## src/rtl/fetch_queue.sv

```systemverilog
// rtl/fetch_queue.sv - instruction fetch FSM with a circular instruction queue feeding decode
module fetch_queue #(
    parameter int          QUEUE_LOG = 4,
    parameter logic [31:0] RESET_PC  = 32'h0
) (
    input  logic        clk_in,
    input  logic        rst_in,
    input  logic        clear_in,
    input  logic [31:0] clear_pc,
    output logic        mem_req,
    output logic [31:0] mem_addr,
    input  logic        mem_done,
    input  logic [31:0] mem_ins,
    output logic        ins_valid,
    output logic [31:0] ins_out,
    output logic [31:0] ins_pc,
    input  logic        ins_pop
);

    localparam int DEPTH = 1 << QUEUE_LOG;

    // DISCARD waits out a response whose request was issued before a redirect
    typedef enum logic [1:0] {
        S_IDLE    = 2'd0,
        S_WAIT    = 2'd1,
        S_DISCARD = 2'd2
    } state_t;

    state_t               state;
    state_t               state_nxt;
    logic [31:0]          pc;
    logic [QUEUE_LOG-1:0] head;
    logic [QUEUE_LOG-1:0] tail;
    logic [QUEUE_LOG:0]   count;
    logic [63:0]          entries [0:DEPTH-1];
    logic [63:0]          head_entry;
    logic                 full;
    logic                 issue;
    logic                 retire;
    logic                 push;
    logic                 pop;

    // count never exceeds DEPTH, so its top bit alone means "full"
    assign full       = count[QUEUE_LOG];
    assign ins_valid  = (count != '0);
    assign pop        = ins_valid & ins_pop & ~clear_in;
    assign head_entry = entries[head];
    assign ins_pc     = ins_valid ? head_entry[63:32] : 32'h0;
    assign ins_out    = ins_valid ? head_entry[31:0]  : 32'h0;

    // Next-state logic: one outstanding request, redirect turns a pending response stale
    always_comb begin
        state_nxt = state;
        issue     = 1'b0;
        retire    = 1'b0;
        push      = 1'b0;
        case (state)
            S_IDLE: begin
                if (!clear_in && !full) begin
                    issue     = 1'b1;
                    state_nxt = S_WAIT;
                end
            end
            S_WAIT: begin
                if (mem_done) begin
                    retire    = 1'b1;
                    push      = ~clear_in;
                    state_nxt = S_IDLE;
                end else if (clear_in) begin
                    state_nxt = S_DISCARD;
                end
            end
            S_DISCARD: begin
                if (mem_done) begin
                    retire    = 1'b1;
                    state_nxt = S_IDLE;
                end
            end
            default: state_nxt = S_IDLE;
        endcase
    end

    // FSM state register
    always_ff @(posedge clk_in or posedge rst_in) begin
        if (rst_in) begin
            state <= S_IDLE;
        end else begin
            state <= state_nxt;
        end
    end

    // Memory request: address captured at issue and held until the response arrives
    always_ff @(posedge clk_in or posedge rst_in) begin
        if (rst_in) begin
            mem_req  <= 1'b0;
            mem_addr <= 32'h0;
        end else if (issue) begin
            mem_req  <= 1'b1;
            mem_addr <= pc;
        end else if (retire) begin
            mem_req  <= 1'b0;
        end
    end

    // Fetch PC: redirect wins, otherwise advance by one word per accepted response
    always_ff @(posedge clk_in or posedge rst_in) begin
        if (rst_in) begin
            pc <= RESET_PC;
        end else if (clear_in) begin
            pc <= clear_pc;
        end else if (push) begin
            pc <= pc + 32'd4;
        end
    end

    // Queue pointers and occupancy; a redirect empties the queue
    always_ff @(posedge clk_in or posedge rst_in) begin
        if (rst_in) begin
            head  <= '0;
            tail  <= '0;
            count <= '0;
        end else if (clear_in) begin
            head  <= '0;
            tail  <= '0;
            count <= '0;
        end else begin
            if (push) begin
                tail <= tail + QUEUE_LOG'(1);
            end
            if (pop) begin
                head <= head + QUEUE_LOG'(1);
            end
            case ({push, pop})
                2'b10:   count <= count + (QUEUE_LOG+1)'(1);
                2'b01:   count <= count - (QUEUE_LOG+1)'(1);
                default: count <= count;
            endcase
        end
    end

    // Queue storage: {pc, word} written at the tail; contents need no reset
    always_ff @(posedge clk_in) begin
        if (push) begin
            entries[tail] <= {pc, mem_ins};
        end
    end

endmodule

```

## config.mk

```make
export PLATFORM = sky130hd
export DESIGN_NAME = fetch_queue
export DESIGN_NICKNAME = d
export VERILOG_FILES = /design/src/rtl/fetch_queue.sv
export SDC_FILE = /design/constraint.sdc
export NUM_CORES = 1
export LEC_CHECK = 0
export ABC_CLOCK_PERIOD_IN_PS = 5000
export BUFFER_PORTS_ARGS = -buffer_cell sky130_fd_sc_hd__buf_2
export CAP_MARGIN = 20
export CORE_ASPECT_RATIO = 0.7
export CORE_MARGIN = 5
export CORE_UTILIZATION = 40
export CTS_CLUSTER_SIZE = 8
export DETAILED_ROUTE_END_ITERATION = 7
export HOLD_SLACK_MARGIN = 0.06
export PLACE_DENSITY = 0.61
export RECOVER_POWER = 50
export SLEW_MARGIN = 40
export SYNTH_ARGS = -nofsm -noshare
export SYNTH_HDL_FRONTEND = slang
export SYNTH_SLANG_ARGS = --single-unit
```

## constraint.sdc

```tcl
create_clock -name clk_in -period 5 [get_ports clk_in]
set_input_delay 0.5 -clock clk_in [delete_from_list [all_inputs] [get_ports clk_in]]
set_output_delay 0.5 -clock clk_in [all_outputs]
set_load 0.01 [all_outputs]
```

# Yosys cells after proc, flatten, opt, wreduce, memory -nomap -nowiden

Memories as Yosys holds them, arrays and structs flattened.
Index checks and enable logic that the tools add are counted.

Multiplexer cells: 25
Bitwise operators: 3
Reduce and logical (&&, ||, !) cells: 11
Add/sub/neg operators: 5
Equal/unequal tests: 7

Operators by type and width:

| kind                  | count |
|---|---|
| $mux 32               | 4 |
| $add 32x3->32 const B | 1 |
| $mux 4                | 4 |
| $mux 1                | 10 |
| $pmux 5 s2            | 1 |
| $add 4x1->4 const B   | 2 |
| $mux 2                | 4 |
| $pmux 2 s3            | 1 |
| $reduce_bool 2->1     | 3 |
| $add 5x1->5 const B   | 1 |
| $mux 5                | 1 |
| $reduce_bool 5->1     | 1 |
| $sub 5x1->5 const B   | 1 |
| $eq 2x1->1 const B    | 2 |
| $eq 2x2->1 const B    | 2 |
| $ne 2x2->1 const B    | 2 |
| $ne 3x3->1 const B    | 1 |
| $reduce_and 3->1      | 1 |
| $reduce_bool 3->1     | 1 |
| $and 1x1->1           | 2 |
| $logic_not 1->1       | 2 |
| $logic_not 2->1       | 1 |
| $reduce_or 2->1       | 1 |
| $logic_and 1x1->1     | 1 |
| $not 1->1             | 1 |

Bits of input ports: 69
Memory bits (writable): 1024
Output and inout bits: 98
Bits in registers: 80
Memories kept: 1
Word-level logic and storage cells: 59

Memory list:

| name    | depth | width | rd ports | clocked after Yosys merged registers in | write ports | RTL line | source |
|---|---|---|---|---|---|---|---|
| entries | 16    | 64    | 1        | 0                                       | 1           | 35       | `logic [63:0] entries [0:DEPTH-1];` |

# Logic depth before layout (Yosys ltp)

Depth in word-level cells: 6
Depth in mapped cells: 11
Mapped depth without buffers: 10

# Worst setup path after synthesis

No wires, ideal clock.

Path kind: flip-flop to flip-flop
Start: register state[1]
End: memory entries[10][0] (enable)
Library setup time: 0.429 ns
Path slack: 1.609 ns
Path buffers: 1
Data required time: 4.571 ns
Clock period less this slack: 3.391 ns
Stages on the path, launching flop included: 7
Data arrival time: 2.962 ns
Cell sequence: dfrtp_1 -> inv_1 -> ha_1 -> nand2_1 -> clkbuf_1 -> nor4b_1 -> and2_1

Longest elaborated chain between the ends: 4

Ends and longest elaborated chain:

| what                         | RTL line | source |
|---|---|---|
| from (decl)                  | 29       | `state_t state;` |
| from (signal assigned)       | 88       | `state <= state_nxt;` |
| $eq 2x1->1                   | 57       | `case (state)` |
| $mux 1                       | 57       |  |
| $mux 1                       | 143      | `if (push) begin` |
| $mux 1 (not written as such) | 144      | `entries[tail] <= {pc, mem_ins};` |
| to (decl)                    | 35       |  |

No other way between the ends.

# Final worst setup path

Start: register count[1]
End: output ins_pc[11]

Longest elaborated chain between the ends: 2

Ends and longest elaborated chain:

| what                   | RTL line | source |
|---|---|---|
| from (decl)            | 34       | `logic [QUEUE_LOG:0] count;` |
| from (signal assigned) | 134      | `2'b10: count <= count + (QUEUE_LOG+1)'(1);` |
| from (signal assigned) | 135      | `2'b01: count <= count - (QUEUE_LOG+1)'(1);` |
| from (signal assigned) | 136      | `default: count <= count;` |
| $reduce_bool 5->1      | 45       | `assign ins_valid = (count != '0);` |
| $mux 32                | 48       | `assign ins_pc = ins_valid ? head_entry[63:32] : 32'h0;` |
| to (decl)              | 16       | `output logic [31:0] ins_pc,` |

No other way between the ends.

==> flow_summary_export.csv <==
group,metric,value,unit
run_status,status,"finished with violations",
run_status,violations,"capacitance limit, slew limit",
cts,cts_setup_buffers,0,
synthesis,syn_area_per_cell,21.79,µm²
final_layout,fillers,8655,
sta,max_freq,241.5,MHz
sta,setup_viol,0,
critical_path,crit_type,"reg -> out",
global_route,busiest_layer,"met2",
floorplanning,die_area,0.1138,mm²
sta,slew-limit-headroom,-29.29,%
cts,clk_pin_slew,60,ps
cts,cts_tree,"yes",
place,dpl.hpwl,55910,µm
synthesis,syn_nets,2045,
synthesis,yosysSeqAreaShare,76.49,%
final_layout,drive_gt1_share,27.94,%
final_layout,area_growth_syn_to_layout,17.03,%
cts,cts.sinks,1104,
sta,worst_slew_pin_slew,1939,ps
detailed_routing,vias,21120,
critical_path,crit_path_start,"count[1]$_DFFE_PP0P_",
cts,clockRootBuffer,"clkbuf_16",
place,io_buffers,166,
global_route,grt_max_degree,87,
floorplanning,dieHeight,283.7,µm
cts,clk_latency,740,ps
global_route,grt_use_met3,3.919,%
run,maxCapViolations,2,
power_and_ir_drop,p_per_area,495.6,mW/mm²
sta,final.setup.tns,0,ps
sta,period_share,82.81,%
critical_path,timing.rr.end,"entries[11][42]$_DFFE_PP_",
place,place_congestion,0.7593,
synthesis,netlist_area,0.04282,mm²
power_and_ir_drop,leakagePower,15.62,nW
min_path,min_path_type,"in -> reg",
detailed_routing,drc_errors,0,
critical_path,critPathArrivalTime,3640,ps
synthesis,synthArstFlopShare,7.246,%
synthesis,yosysTopAreaCellShare,71.82,%
floorplanning,ios,167,
synthesis,synth_seq_cells,1104,
floorplanning,start_util,40.31,%
power_and_ir_drop,irDropWorstVdd,0.3496,mV
critical_path,crit_path_start_kind,"flip-flop",
global_route,grt.overflow.total,0,
critical_path,cp_max_fo,29,
synthesis,syn_inst,1965,
critical_path,crit_required,4500,ps
final_layout,final_core_util,47.17,%
cts,cts-htree-levels,4,
synthesis,synth_most_common_cell,"edfxtp_1",
synthesis,synth_cell_types,61,
sta,slew_viol_final,77,
floorplanning,fp.coreArea,0.1062,mm²
global_route,grtUsageMet1,26.48,%
synthesis,netlist_top_cells_count,"edfxtp_1, mux4_2, mux2i_1, dfrtp_1, o22ai_1",
sta,hold_viol,0,
detailed_routing,detail_route.wl_per_cell,27.53,µm
detailed_routing,vias_per_cell,5.671,
critical_path,ff2ff_setup_slack,1640,ps
cts,cts_buffers,155,
min_path,hp-start,"mem_done",
synthesis,yosysWarnings,0,
critical_path,worstSetupEndpoint,"ins_pc[11]",
detailed_routing,postRouteAntennaNets,0,
final_layout,fin_nets,2344,
global_route,grt_pass1_wl,151200,µm
detailed_routing,drt_iter0_drc,2046,
synthesis,synth_top_area_cell,"edfxtp_1",
critical_path,reg2reg_from,"state[1]$_DFFE_PP0P_",
global_route,grt_pass1_vias,22240,
synthesis,synth_edf_count,1024,
floorplanning,dieWidth,401.0,µm
floorplanning,placementRows,100,
critical_path,critPathCaptureType,"output pin",
sta,final.setup_skew,37.52,ps
sta,layout_min_cycle_time,4141,ps
synthesis,synth.area.top_cells,"edfxtp_1, mux4_2, dfrtp_1, mux2i_1, mux2_2",
global_route,grtUsageTotal,17.98,%
cts,clk_path_buf_depth,3,
global_route,met2_usage,27.33,%
global_route,antenna_found_initial,7,
detailed_routing,first_pass_iters,5,
sta,rsz0062_at_grt,"false",
synthesis,synth_top_flop_cell,"edfxtp_1",
critical_path,ff2ff_path_depth,6,
detailed_routing,wirelength,102500,µm
## metrics by stage
step | setup slack, ps | cell area [µm²] | hold slack, ps | power (mW) | std cells
floorplan | 1609 | 42820 | 493.9 | 14.12 | 1965
global placement | 1671 | 45630 | 470.2 | 15.85 | 3499
detailed placement | 1593 | 45700 | 484.4 | 15.93 | 3502
CTS | 769.6 | 50200 | 91.33 | 25.22 | 3722
global route | 746.7 | 50100 | 149.4 | 25.91 | 3722
finish | 859.4 | 50110 | 162.7 | 24.83 | 3724
## sequential cells by signal (all words and copies together) (netlist names)
name and count:
count 5, tail 4, head 4, entries 1024, state 2, pc 32
mem_req 1, mem_addr 32
## per-layer routing
metal | share of wire (%) | vias up | wire, µm
li1 | - | 8833 | -
met1 | 45 | 11320 | 45790
met2 | 46 | 812 | 47460
met3 | 7.2 | 148 | 7360
met4 | 1.8 | 4 | 1885
met5 | 0.033 | - | 34
## critical path, stage by stage (launching register included)
cell and delay, ps:
dfrtp_1 470, or4_1 630, or2_1 370, nand2b_4 550, buf_4 430, o22ai_1 200, buf_2 200
## worst min path at each step
stage                                     endpoint  cells past startpoint
after global routing            pc[23]$_DFFE_PP0N_                      3
after detailed placement       mem_req$_DFFE_PP0P_                      1
after global placement         mem_req$_DFFE_PP0P_                      1
final                          mem_req$_DFFE_PP0P_                      3
after floorplan               state[0]$_DFFE_PP0P_                      1
after CTS                 entries[0][21]$_DFFE_PP_                      1
## kinds of logic (layout without fill, tap and decap cells)
kind of cell	count (synthesis)	in the layout	share of synthesized area, %
simple gates	148	148	1.914
flops	1104	1104	76.49
mux	426	426	17.55
buf+inv	120	449	1.236
other cells	0	2	0
compound gates	137	137	2.101
fa+ha+maj	11	11	0.3214
xor+xnor	19	19	0.3887
## layout make-up
type | instances | area, µm² | share of cell area [%]
flip-flops and latches | 1104 | 32760 | 65.38
multi-input cells | 741 | 9594 | 19.15
clock buffers | 175 | 3996 | 7.975
well taps | 1428 | 1787 | 3.566
repair buffers | 249 | 1738 | 3.468
clock inverters | 12 | 175.2 | 0.3496
inverters | 13 | 50.05 | 0.09988
diodes | 2 | 5.005 | 0.009988
## layout by cell type, fill, tap and decap left out, drive strengths merged, types with 10 or more instances in the layout
| cell | synthesis | layout |
|---|---|---|
| a31oi | 15 | 15 |
| and2 | 18 | 18 |
| buf | 55 | 149 |
| clkbuf | 52 | 242 |
| dfrtp | 80 | 80 |
| dlygate4sd3 | 0 | 33 |
| edfxtp | 1024 | 1024 |
| ha | 11 | 11 |
| inv | 13 | 21 |
| mux2 | 36 | 36 |
| mux2i | 134 | 134 |
| mux4 | 256 | 256 |
| nand2 | 32 | 32 |
| nand4 | 16 | 16 |
| nor2 | 24 | 24 |
| o21ai | 22 | 22 |
| o22ai | 64 | 64 |
| or4 | 10 | 10 |
| xnor2 | 10 | 10 |
## report_power, final
group	switching, mW	internal, mW
logic	2.60	2.16
registers	0.390	10.5
clock network	3.64	5.57
total	6.63	18.2
## repair_timing
action                    4_1_cts  5_1_grt
hold endpoints to repair       74        0
gates resized for setup         0        0
hold buffers                   33        0
Power figures use the tool's default switching activity.
